--- src/rtl/reservation_station_if.sv ---
// Issue, CDB and dispatch signal bundle for reservation_station.
// master = upstream issue logic / CDB / functional unit side, slave = the station.
interface reservation_station_if #(
    parameter int DEPTH  = 4,
    parameter int DATA_W = 8,
    parameter int TAG_W  = 3,
    parameter int OP_W   = 3
);
    localparam int CNT_W = $clog2(DEPTH + 1);

    logic              issue_valid;
    logic              issue_ready;
    logic [OP_W-1:0]   issue_op;
    logic [DATA_W-1:0] issue_vj;
    logic [TAG_W-1:0]  issue_qj;
    logic [DATA_W-1:0] issue_vk;
    logic [TAG_W-1:0]  issue_qk;
    logic [TAG_W-1:0]  issue_dest;
    logic              cdb_valid;
    logic [TAG_W-1:0]  cdb_tag;
    logic [DATA_W-1:0] cdb_data;
    logic              disp_valid;
    logic              disp_ready;
    logic [OP_W-1:0]   disp_op;
    logic [DATA_W-1:0] disp_a;
    logic [DATA_W-1:0] disp_b;
    logic [TAG_W-1:0]  disp_dest;
    logic [CNT_W-1:0]  busy_count;

    modport master (
        output issue_valid, issue_op, issue_vj, issue_qj, issue_vk, issue_qk, issue_dest,
        input  issue_ready,
        output cdb_valid, cdb_tag, cdb_data,
        input  disp_valid, disp_op, disp_a, disp_b, disp_dest,
        output disp_ready,
        input  busy_count
    );

    modport slave (
        input  issue_valid, issue_op, issue_vj, issue_qj, issue_vk, issue_qk, issue_dest,
        output issue_ready,
        input  cdb_valid, cdb_tag, cdb_data,
        output disp_valid, disp_op, disp_a, disp_b, disp_dest,
        input  disp_ready,
        output busy_count
    );
endinterface

--- src/rtl/reservation_station.sv ---
// Tomasulo reservation station: issue, CDB snoop, single-FU dispatch.
// Optional macro RS_AGE_ORDER_EN selects oldest-ready dispatch instead of lowest index.
module reservation_station #(
    parameter int DEPTH  = 4,
    parameter int DATA_W = 8,
    parameter int TAG_W  = 3,
    parameter int OP_W   = 3
) (
    input logic                  clock,
    input logic                  reset,
    reservation_station_if.slave rs
);
    localparam int IDX_W = $clog2(DEPTH);
    localparam int CNT_W = $clog2(DEPTH + 1);

    logic              busy_reg [DEPTH];
    logic [OP_W-1:0]   op_reg   [DEPTH];
    logic [DATA_W-1:0] vj_reg   [DEPTH];
    logic [TAG_W-1:0]  qj_reg   [DEPTH];
    logic [DATA_W-1:0] vk_reg   [DEPTH];
    logic [TAG_W-1:0]  qk_reg   [DEPTH];
    logic [TAG_W-1:0]  dest_reg [DEPTH];

    logic              busy_next [DEPTH];
    logic [OP_W-1:0]   op_next   [DEPTH];
    logic [DATA_W-1:0] vj_next   [DEPTH];
    logic [TAG_W-1:0]  qj_next   [DEPTH];
    logic [DATA_W-1:0] vk_next   [DEPTH];
    logic [TAG_W-1:0]  qk_next   [DEPTH];
    logic [TAG_W-1:0]  dest_next [DEPTH];

    logic [CNT_W-1:0]  count_reg, count_next;
    logic [DEPTH-1:0]  free_vec, ready_vec;
    logic [IDX_W-1:0]  free_idx, disp_idx;
    logic              disp_any, issue_fire, disp_fire, cdb_live;
    logic              issue_hit_j, issue_hit_k;

    generate
        for (genvar gi = 0; gi < DEPTH; gi++) begin : g_entry
            assign free_vec[gi]  = !busy_reg[gi];
            assign ready_vec[gi] = busy_reg[gi] && (qj_reg[gi] == '0) && (qk_reg[gi] == '0);
        end
    endgenerate

    always_comb begin
        free_idx = '0;
        for (int i = DEPTH - 1; i >= 0; i--) begin
            if (free_vec[i]) free_idx = IDX_W'(i);
        end
    end

`ifdef RS_AGE_ORDER_EN
    // Age 0 is the oldest entry; ages of busy entries stay dense 0..count-1.
    logic [IDX_W-1:0] age_reg  [DEPTH];
    logic [IDX_W-1:0] age_next [DEPTH];
    logic [IDX_W-1:0] best_age;
    logic             found;

    always_comb begin
        disp_idx = '0;
        best_age = '1;
        found    = 1'b0;
        for (int i = 0; i < DEPTH; i++) begin
            if (ready_vec[i] && (!found || age_reg[i] < best_age)) begin
                found    = 1'b1;
                best_age = age_reg[i];
                disp_idx = IDX_W'(i);
            end
        end
    end
`else
    always_comb begin
        disp_idx = '0;
        for (int i = DEPTH - 1; i >= 0; i--) begin
            if (ready_vec[i]) disp_idx = IDX_W'(i);
        end
    end
`endif

    // Dispatch is suppressed during reset so nothing leaves while entries are being discarded.
    assign disp_any    = (|ready_vec) && !reset;
    assign issue_fire  = rs.issue_valid && (|free_vec);
    assign disp_fire   = disp_any && rs.disp_ready;
    assign cdb_live    = rs.cdb_valid && (rs.cdb_tag != '0);
    assign issue_hit_j = cdb_live && (rs.issue_qj == rs.cdb_tag);
    assign issue_hit_k = cdb_live && (rs.issue_qk == rs.cdb_tag);

    always_comb begin
        for (int i = 0; i < DEPTH; i++) begin
            busy_next[i] = busy_reg[i];
            op_next[i]   = op_reg[i];
            vj_next[i]   = vj_reg[i];
            qj_next[i]   = qj_reg[i];
            vk_next[i]   = vk_reg[i];
            qk_next[i]   = qk_reg[i];
            dest_next[i] = dest_reg[i];
`ifdef RS_AGE_ORDER_EN
            age_next[i]  = age_reg[i];
            if (disp_fire && busy_reg[i] && (age_reg[i] > age_reg[disp_idx]))
                age_next[i] = age_reg[i] - IDX_W'(1);
`endif
            if (cdb_live && busy_reg[i]) begin
                if (qj_reg[i] == rs.cdb_tag) begin
                    vj_next[i] = rs.cdb_data;
                    qj_next[i] = '0;
                end
                if (qk_reg[i] == rs.cdb_tag) begin
                    vk_next[i] = rs.cdb_data;
                    qk_next[i] = '0;
                end
            end
            if (disp_fire && (disp_idx == IDX_W'(i)))
                busy_next[i] = 1'b0;
            if (issue_fire && (free_idx == IDX_W'(i))) begin
                busy_next[i] = 1'b1;
                op_next[i]   = rs.issue_op;
                vj_next[i]   = issue_hit_j ? rs.cdb_data : rs.issue_vj;
                qj_next[i]   = issue_hit_j ? '0 : rs.issue_qj;
                vk_next[i]   = issue_hit_k ? rs.cdb_data : rs.issue_vk;
                qk_next[i]   = issue_hit_k ? '0 : rs.issue_qk;
                dest_next[i] = rs.issue_dest;
`ifdef RS_AGE_ORDER_EN
                // A same-cycle dispatch shrinks the live set, so the newcomer lands one lower.
                age_next[i]  = IDX_W'(count_reg - CNT_W'(disp_fire));
`endif
            end
        end
    end

    always_comb begin
        count_next = count_reg;
        case ({issue_fire, disp_fire})
            2'b10:   count_next = count_reg + CNT_W'(1);
            2'b01:   count_next = count_reg - CNT_W'(1);
            default: count_next = count_reg;
        endcase
    end

    always_ff @(posedge clock) begin
        if (reset) begin
            count_reg <= '0;
            for (int i = 0; i < DEPTH; i++) begin
                busy_reg[i] <= 1'b0;
                op_reg[i]   <= '0;
                vj_reg[i]   <= '0;
                qj_reg[i]   <= '0;
                vk_reg[i]   <= '0;
                qk_reg[i]   <= '0;
                dest_reg[i] <= '0;
`ifdef RS_AGE_ORDER_EN
                age_reg[i]  <= '0;
`endif
            end
        end else begin
            count_reg <= count_next;
            for (int i = 0; i < DEPTH; i++) begin
                busy_reg[i] <= busy_next[i];
                op_reg[i]   <= op_next[i];
                vj_reg[i]   <= vj_next[i];
                qj_reg[i]   <= qj_next[i];
                vk_reg[i]   <= vk_next[i];
                qk_reg[i]   <= qk_next[i];
                dest_reg[i] <= dest_next[i];
`ifdef RS_AGE_ORDER_EN
                age_reg[i]  <= age_next[i];
`endif
            end
        end
    end

    assign rs.issue_ready = |free_vec;
    assign rs.disp_valid  = disp_any;
    assign rs.disp_op     = disp_any ? op_reg[disp_idx]   : '0;
    assign rs.disp_a      = disp_any ? vj_reg[disp_idx]   : '0;
    assign rs.disp_b      = disp_any ? vk_reg[disp_idx]   : '0;
    assign rs.disp_dest   = disp_any ? dest_reg[disp_idx] : '0;
    assign rs.busy_count  = count_reg;
endmodule

--- src/flat_wrapper.sv ---
// flat-port wrapper written by rule: the top's interface ports become plain ports
module reservation_station_flat 
#(
    parameter int DEPTH  = 4,
    parameter int DATA_W = 8,
    parameter int TAG_W  = 3,
    parameter int OP_W   = 3
)
  (clock, reset, rs_issue_valid, rs_issue_op, rs_issue_vj, rs_issue_qj, rs_issue_vk, rs_issue_qk, rs_issue_dest, rs_issue_ready, rs_cdb_valid, rs_cdb_tag, rs_cdb_data, rs_disp_valid, rs_disp_op, rs_disp_a, rs_disp_b, rs_disp_dest, rs_disp_ready, rs_busy_count);
  reservation_station_if #(.DEPTH(DEPTH), .DATA_W(DATA_W), .TAG_W(TAG_W), .OP_W(OP_W)) rs_i ();
  input logic clock;
  input logic reset;
  input wire logic [$bits(rs_i.issue_valid)-1:0] rs_issue_valid;
  input wire logic [$bits(rs_i.issue_op)-1:0] rs_issue_op;
  input wire logic [$bits(rs_i.issue_vj)-1:0] rs_issue_vj;
  input wire logic [$bits(rs_i.issue_qj)-1:0] rs_issue_qj;
  input wire logic [$bits(rs_i.issue_vk)-1:0] rs_issue_vk;
  input wire logic [$bits(rs_i.issue_qk)-1:0] rs_issue_qk;
  input wire logic [$bits(rs_i.issue_dest)-1:0] rs_issue_dest;
  output wire logic [$bits(rs_i.issue_ready)-1:0] rs_issue_ready;
  input wire logic [$bits(rs_i.cdb_valid)-1:0] rs_cdb_valid;
  input wire logic [$bits(rs_i.cdb_tag)-1:0] rs_cdb_tag;
  input wire logic [$bits(rs_i.cdb_data)-1:0] rs_cdb_data;
  output wire logic [$bits(rs_i.disp_valid)-1:0] rs_disp_valid;
  output wire logic [$bits(rs_i.disp_op)-1:0] rs_disp_op;
  output wire logic [$bits(rs_i.disp_a)-1:0] rs_disp_a;
  output wire logic [$bits(rs_i.disp_b)-1:0] rs_disp_b;
  output wire logic [$bits(rs_i.disp_dest)-1:0] rs_disp_dest;
  input wire logic [$bits(rs_i.disp_ready)-1:0] rs_disp_ready;
  output wire logic [$bits(rs_i.busy_count)-1:0] rs_busy_count;
  assign rs_i.issue_valid = rs_issue_valid;
  assign rs_i.issue_op = rs_issue_op;
  assign rs_i.issue_vj = rs_issue_vj;
  assign rs_i.issue_qj = rs_issue_qj;
  assign rs_i.issue_vk = rs_issue_vk;
  assign rs_i.issue_qk = rs_issue_qk;
  assign rs_i.issue_dest = rs_issue_dest;
  assign rs_issue_ready = rs_i.issue_ready;
  assign rs_i.cdb_valid = rs_cdb_valid;
  assign rs_i.cdb_tag = rs_cdb_tag;
  assign rs_i.cdb_data = rs_cdb_data;
  assign rs_disp_valid = rs_i.disp_valid;
  assign rs_disp_op = rs_i.disp_op;
  assign rs_disp_a = rs_i.disp_a;
  assign rs_disp_b = rs_i.disp_b;
  assign rs_disp_dest = rs_i.disp_dest;
  assign rs_i.disp_ready = rs_disp_ready;
  assign rs_busy_count = rs_i.busy_count;
  reservation_station #(.DEPTH(DEPTH), .DATA_W(DATA_W), .TAG_W(TAG_W), .OP_W(OP_W)) u_core (.clock(clock), .reset(reset), .rs(rs_i));
endmodule
--- config.mk ---
export PLATFORM = sky130hd
export DESIGN_NAME = reservation_station_flat
export DESIGN_NICKNAME = d
export VERILOG_FILES = /design/src/rtl/reservation_station_if.sv /design/src/rtl/reservation_station.sv /design/src/flat_wrapper.sv
export SDC_FILE = /design/constraint.sdc
export NUM_CORES = 1
export LEC_CHECK = 0
export CAP_MARGIN = 20
export CORE_MARGIN = 10
export CORE_UTILIZATION = 40
export DETAILED_ROUTE_END_ITERATION = 8
export PLACE_DENSITY = 0.57
export SLEW_MARGIN = 20
export SYNTH_ARGS = -nofsm -noshare
export SYNTH_HDL_FRONTEND = slang
export SYNTH_SLANG_ARGS = --single-unit
--- constraint.sdc ---
create_clock -name clock -period 3.98 [get_ports clock]
set_input_delay 0.597 -clock clock [delete_from_list [all_inputs] [get_ports clock]]
set_output_delay 0.597 -clock clock [all_outputs]
set_load 0.1 [all_outputs]
==> impl_metrics.yaml <==
status:
  status: "complete, no violations"
hold_path:
  min_to: "u_core.qk_reg[0][3]"
  hold_start: "u_core.qk_reg[0][3]"
  min_path_cells: 1
  worstHoldPathType: "reg -> reg"
logic_synthesis:
  synthXorXnorAreaFrac: 0.0446
  syn_area_um2: 6280
  netlist_top_cells_area: "edfxtp_1 (42%), dfxtp_1 (9.9%), nand2_1 (7.5%)"
  ys.flop_type: "edfxtp_1"
  syn_inst: 613
  syn_avg_cell_area_um2: 10.2
  ys_ff_latch: 119
  synth_cell_types: 54
  synth-simple-area-share: 0.194
  seq_area_frac_synth: 0.520
  synth_compound_area_frac: 0.169
  syn_nets: 659
  synth.top_cells.by_count: "nand2_1 (126), edfxtp_1 (88), a21oi_1 (52), nand3_1 (48)"
  synthArstFlopShare: 0
  muxShareOfSynthArea: 0.0271
  synth_area_leader_cell: "edfxtp_1"
  synth_top_area_frac: 0.421
  synthAdderAreaFrac: 0.00518
  synth_top_family_by_area: "simple AND/OR/NAND/NOR gates"
  ys_warn_count: 0
  synth_edf_count: 88
  yosysMostFrequentCell: "nand2_1"
cts:
  cts_setup_buffers: 0
  clk_pin_slew_ps: 60
  htree_num_levels: 4
  cts_hold_buf: 0
  clkSinkCount: 119
  ctsRootBufferMaster: "clkbuf_16"
  tritoncts: "done"
  cts-buffers-inserted: 17
  clockBufferDepth: 2
  worstSkewPairLatency_ps: 430
  cts_resized: 0
final_layout:
  fin_util: 0.525
  fin_cells: 911
  antenna_cells: 0
  drive_gt1_frac: 0.164
  fin_nets: 733
  syn2layout_area_growth_pct: 28.2
  filler_cell_count: 1378
routing:
  drtIter0Drc: 621
  wl_per_cell_um: 20.9
  wl_mm: 19.0
  drc: 0
  vias: 5144
  dr.pass1.iters: 6
  detail_route.vias_per_cell: 5.65
  antenna_left: 0
timing:
  finClkSkew_ps: 9.34
  fmax_mhz: 274
  relSlewSlack: 0.342
  rsz0062_at_grt: "no"
  worst_pin_slew_ps: 983
  hold_viol: 0
  finalWorstSetupSlack_ps: 326
  drv_slew: 0
  fin_crit_ps: 3650
  finalCritPeriodShare: 0.918
  tns_ps: 0
  setup_viol: 0
worst_setup_path:
  r2r-end: "u_core.rs.busy_count[2]"
  cp-start-kind: "flop"
  cp_slowest_stage_delay_ps: 520
  cp.arrival_ps: 3060
  path_cells: "or4b_4 -> nor4_4 -> nor4b_4 -> buf_4 -> a22oi_2 -> a31oi_1 -> buf_12"
  r2r_start: "u_core.qk_reg[0][0]"
  crit_type: "reg -> out"
  slowest_stage: "or4b_4"
  worstPathMaxFanout: 11
  required_ps: 3380
  startpoint: "u_core.busy_reg[3]"
  rrSetupSlack_ps: 610
  cp-end-kind: "primary output"
  r2r_cells: 10
flow_run:
  maxCapViolCount: 0
global_route:
  grt_pass1_vias: 5156
  grt_pass1_wl_mm: 30.2
  gr-usage-all-layers: 0.179
  grt_overflow: 0
  grt_antenna_before_repair: 0
  grt_max_degree: 34
floorplanning:
  die_area_um2: 21100
  ios: 71
  initial_core_util: 0.410
  rows: 45
  core-area_um2: 15300
  die_h_um: 145
  die_width_um: 145
power_and_ir_drop:
  p_leak_uw: 0.00304
  power-per-cell-area_nw_per_um2: 423
  ir_drop_v: 0.000285
  total_power_uw: 3400
placement:
  preCtsSetupSlack_ps: 667
  routabilityCongestion: 0.884
  placedCellCount: 879
  hpwl_mm: 13.6
  portBuffers: 70
==> cell families after synthesis <==
logic type / after synthesis
AO/OA/AOI/OAI: 136
multiplexers: 17
AND/OR/NAND/NOR: 257
flip-flops: 119
buffers and inverters: 50
XOR/XNOR: 32
adder cells (fa/ha/maj): 2
==> worst max-delay path by stage <==
stage | endpoint | slack, ps | cells after the start
after global routing | rs_disp_a[0] | 170 | 7
after floorplan | rs_disp_a[0] | 20 | 6
after CTS | rs_disp_a[7] | 270 | 7
after detailed placement | u_core.rs.busy_count[2] | 670 | 10
after global placement | u_core.rs.busy_count[2] | 710 | 10
final | rs_disp_a[7] | 330 | 7
==> cell usage in the layout, fill, tap and decap left out, drive strengths merged, types with 4 or more instances in the layout <==
cell type        n
a21oi           52
a22oi           21
a31oi           21
a32o             6
and2            14
and3            12
buf             47
clkbuf          29
clkdlybuf4s50   47
clkinv           4
dfxtp           31
edfxtp          88
inv             10
mux2i           17
nand2          126
nand3           48
nor2            32
nor3             4
nor4             5
o21ai            4
o2bb2ai         18
o41ai            7
xnor2            7
xor2            25
==> layout make-up <==
type / count / area (µm²) / share of cell area
multi-input combinational: 444 / 2810 / 0.349
sequential: 119 / 3260 / 0.405
clock buffer: 29 / 543 / 0.0675
timing repair buffer: 94 / 1110 / 0.138
tap: 211 / 264 / 0.0328
clock inverter: 3 / 15.0 / 0.00187
inverter: 11 / 41.3 / 0.00513
==> layer usage <==
layer	wire length [µm]	global-route usage	vias up
met5	0	0	-
met1	8270	0.233	2516
li1	-	-	2397
met3	1090	0.0369	27
met4	325	0.0627	0
met2	9320	0.290	204
==> worst max-delay path, delay by kind of cell (launching register included) <==
kind	cells	cell delay (ps)
and+or+nand+nor	3	1190
buffers and inverters	2	520
DFF	1	440
AOI/OAI and AO/OA	2	480
==> power breakdown <==
part	leakage [µW]	internal, µW	switching [µW]
Sequential	0.00118	1400	31.0
Clock	0.000276	916	526
Combinational	0.00159	176	349
==> per-stage QoR <==
stage	hold slack (ps)	cell area [µm²]
after detailed placement	486	7490
after floorplan	465	6280
after global routing	510	8050
final	493	8050
after CTS	496	8050
after global placement	486	7490
Note: power is estimated with default switching activity, not from simulation.
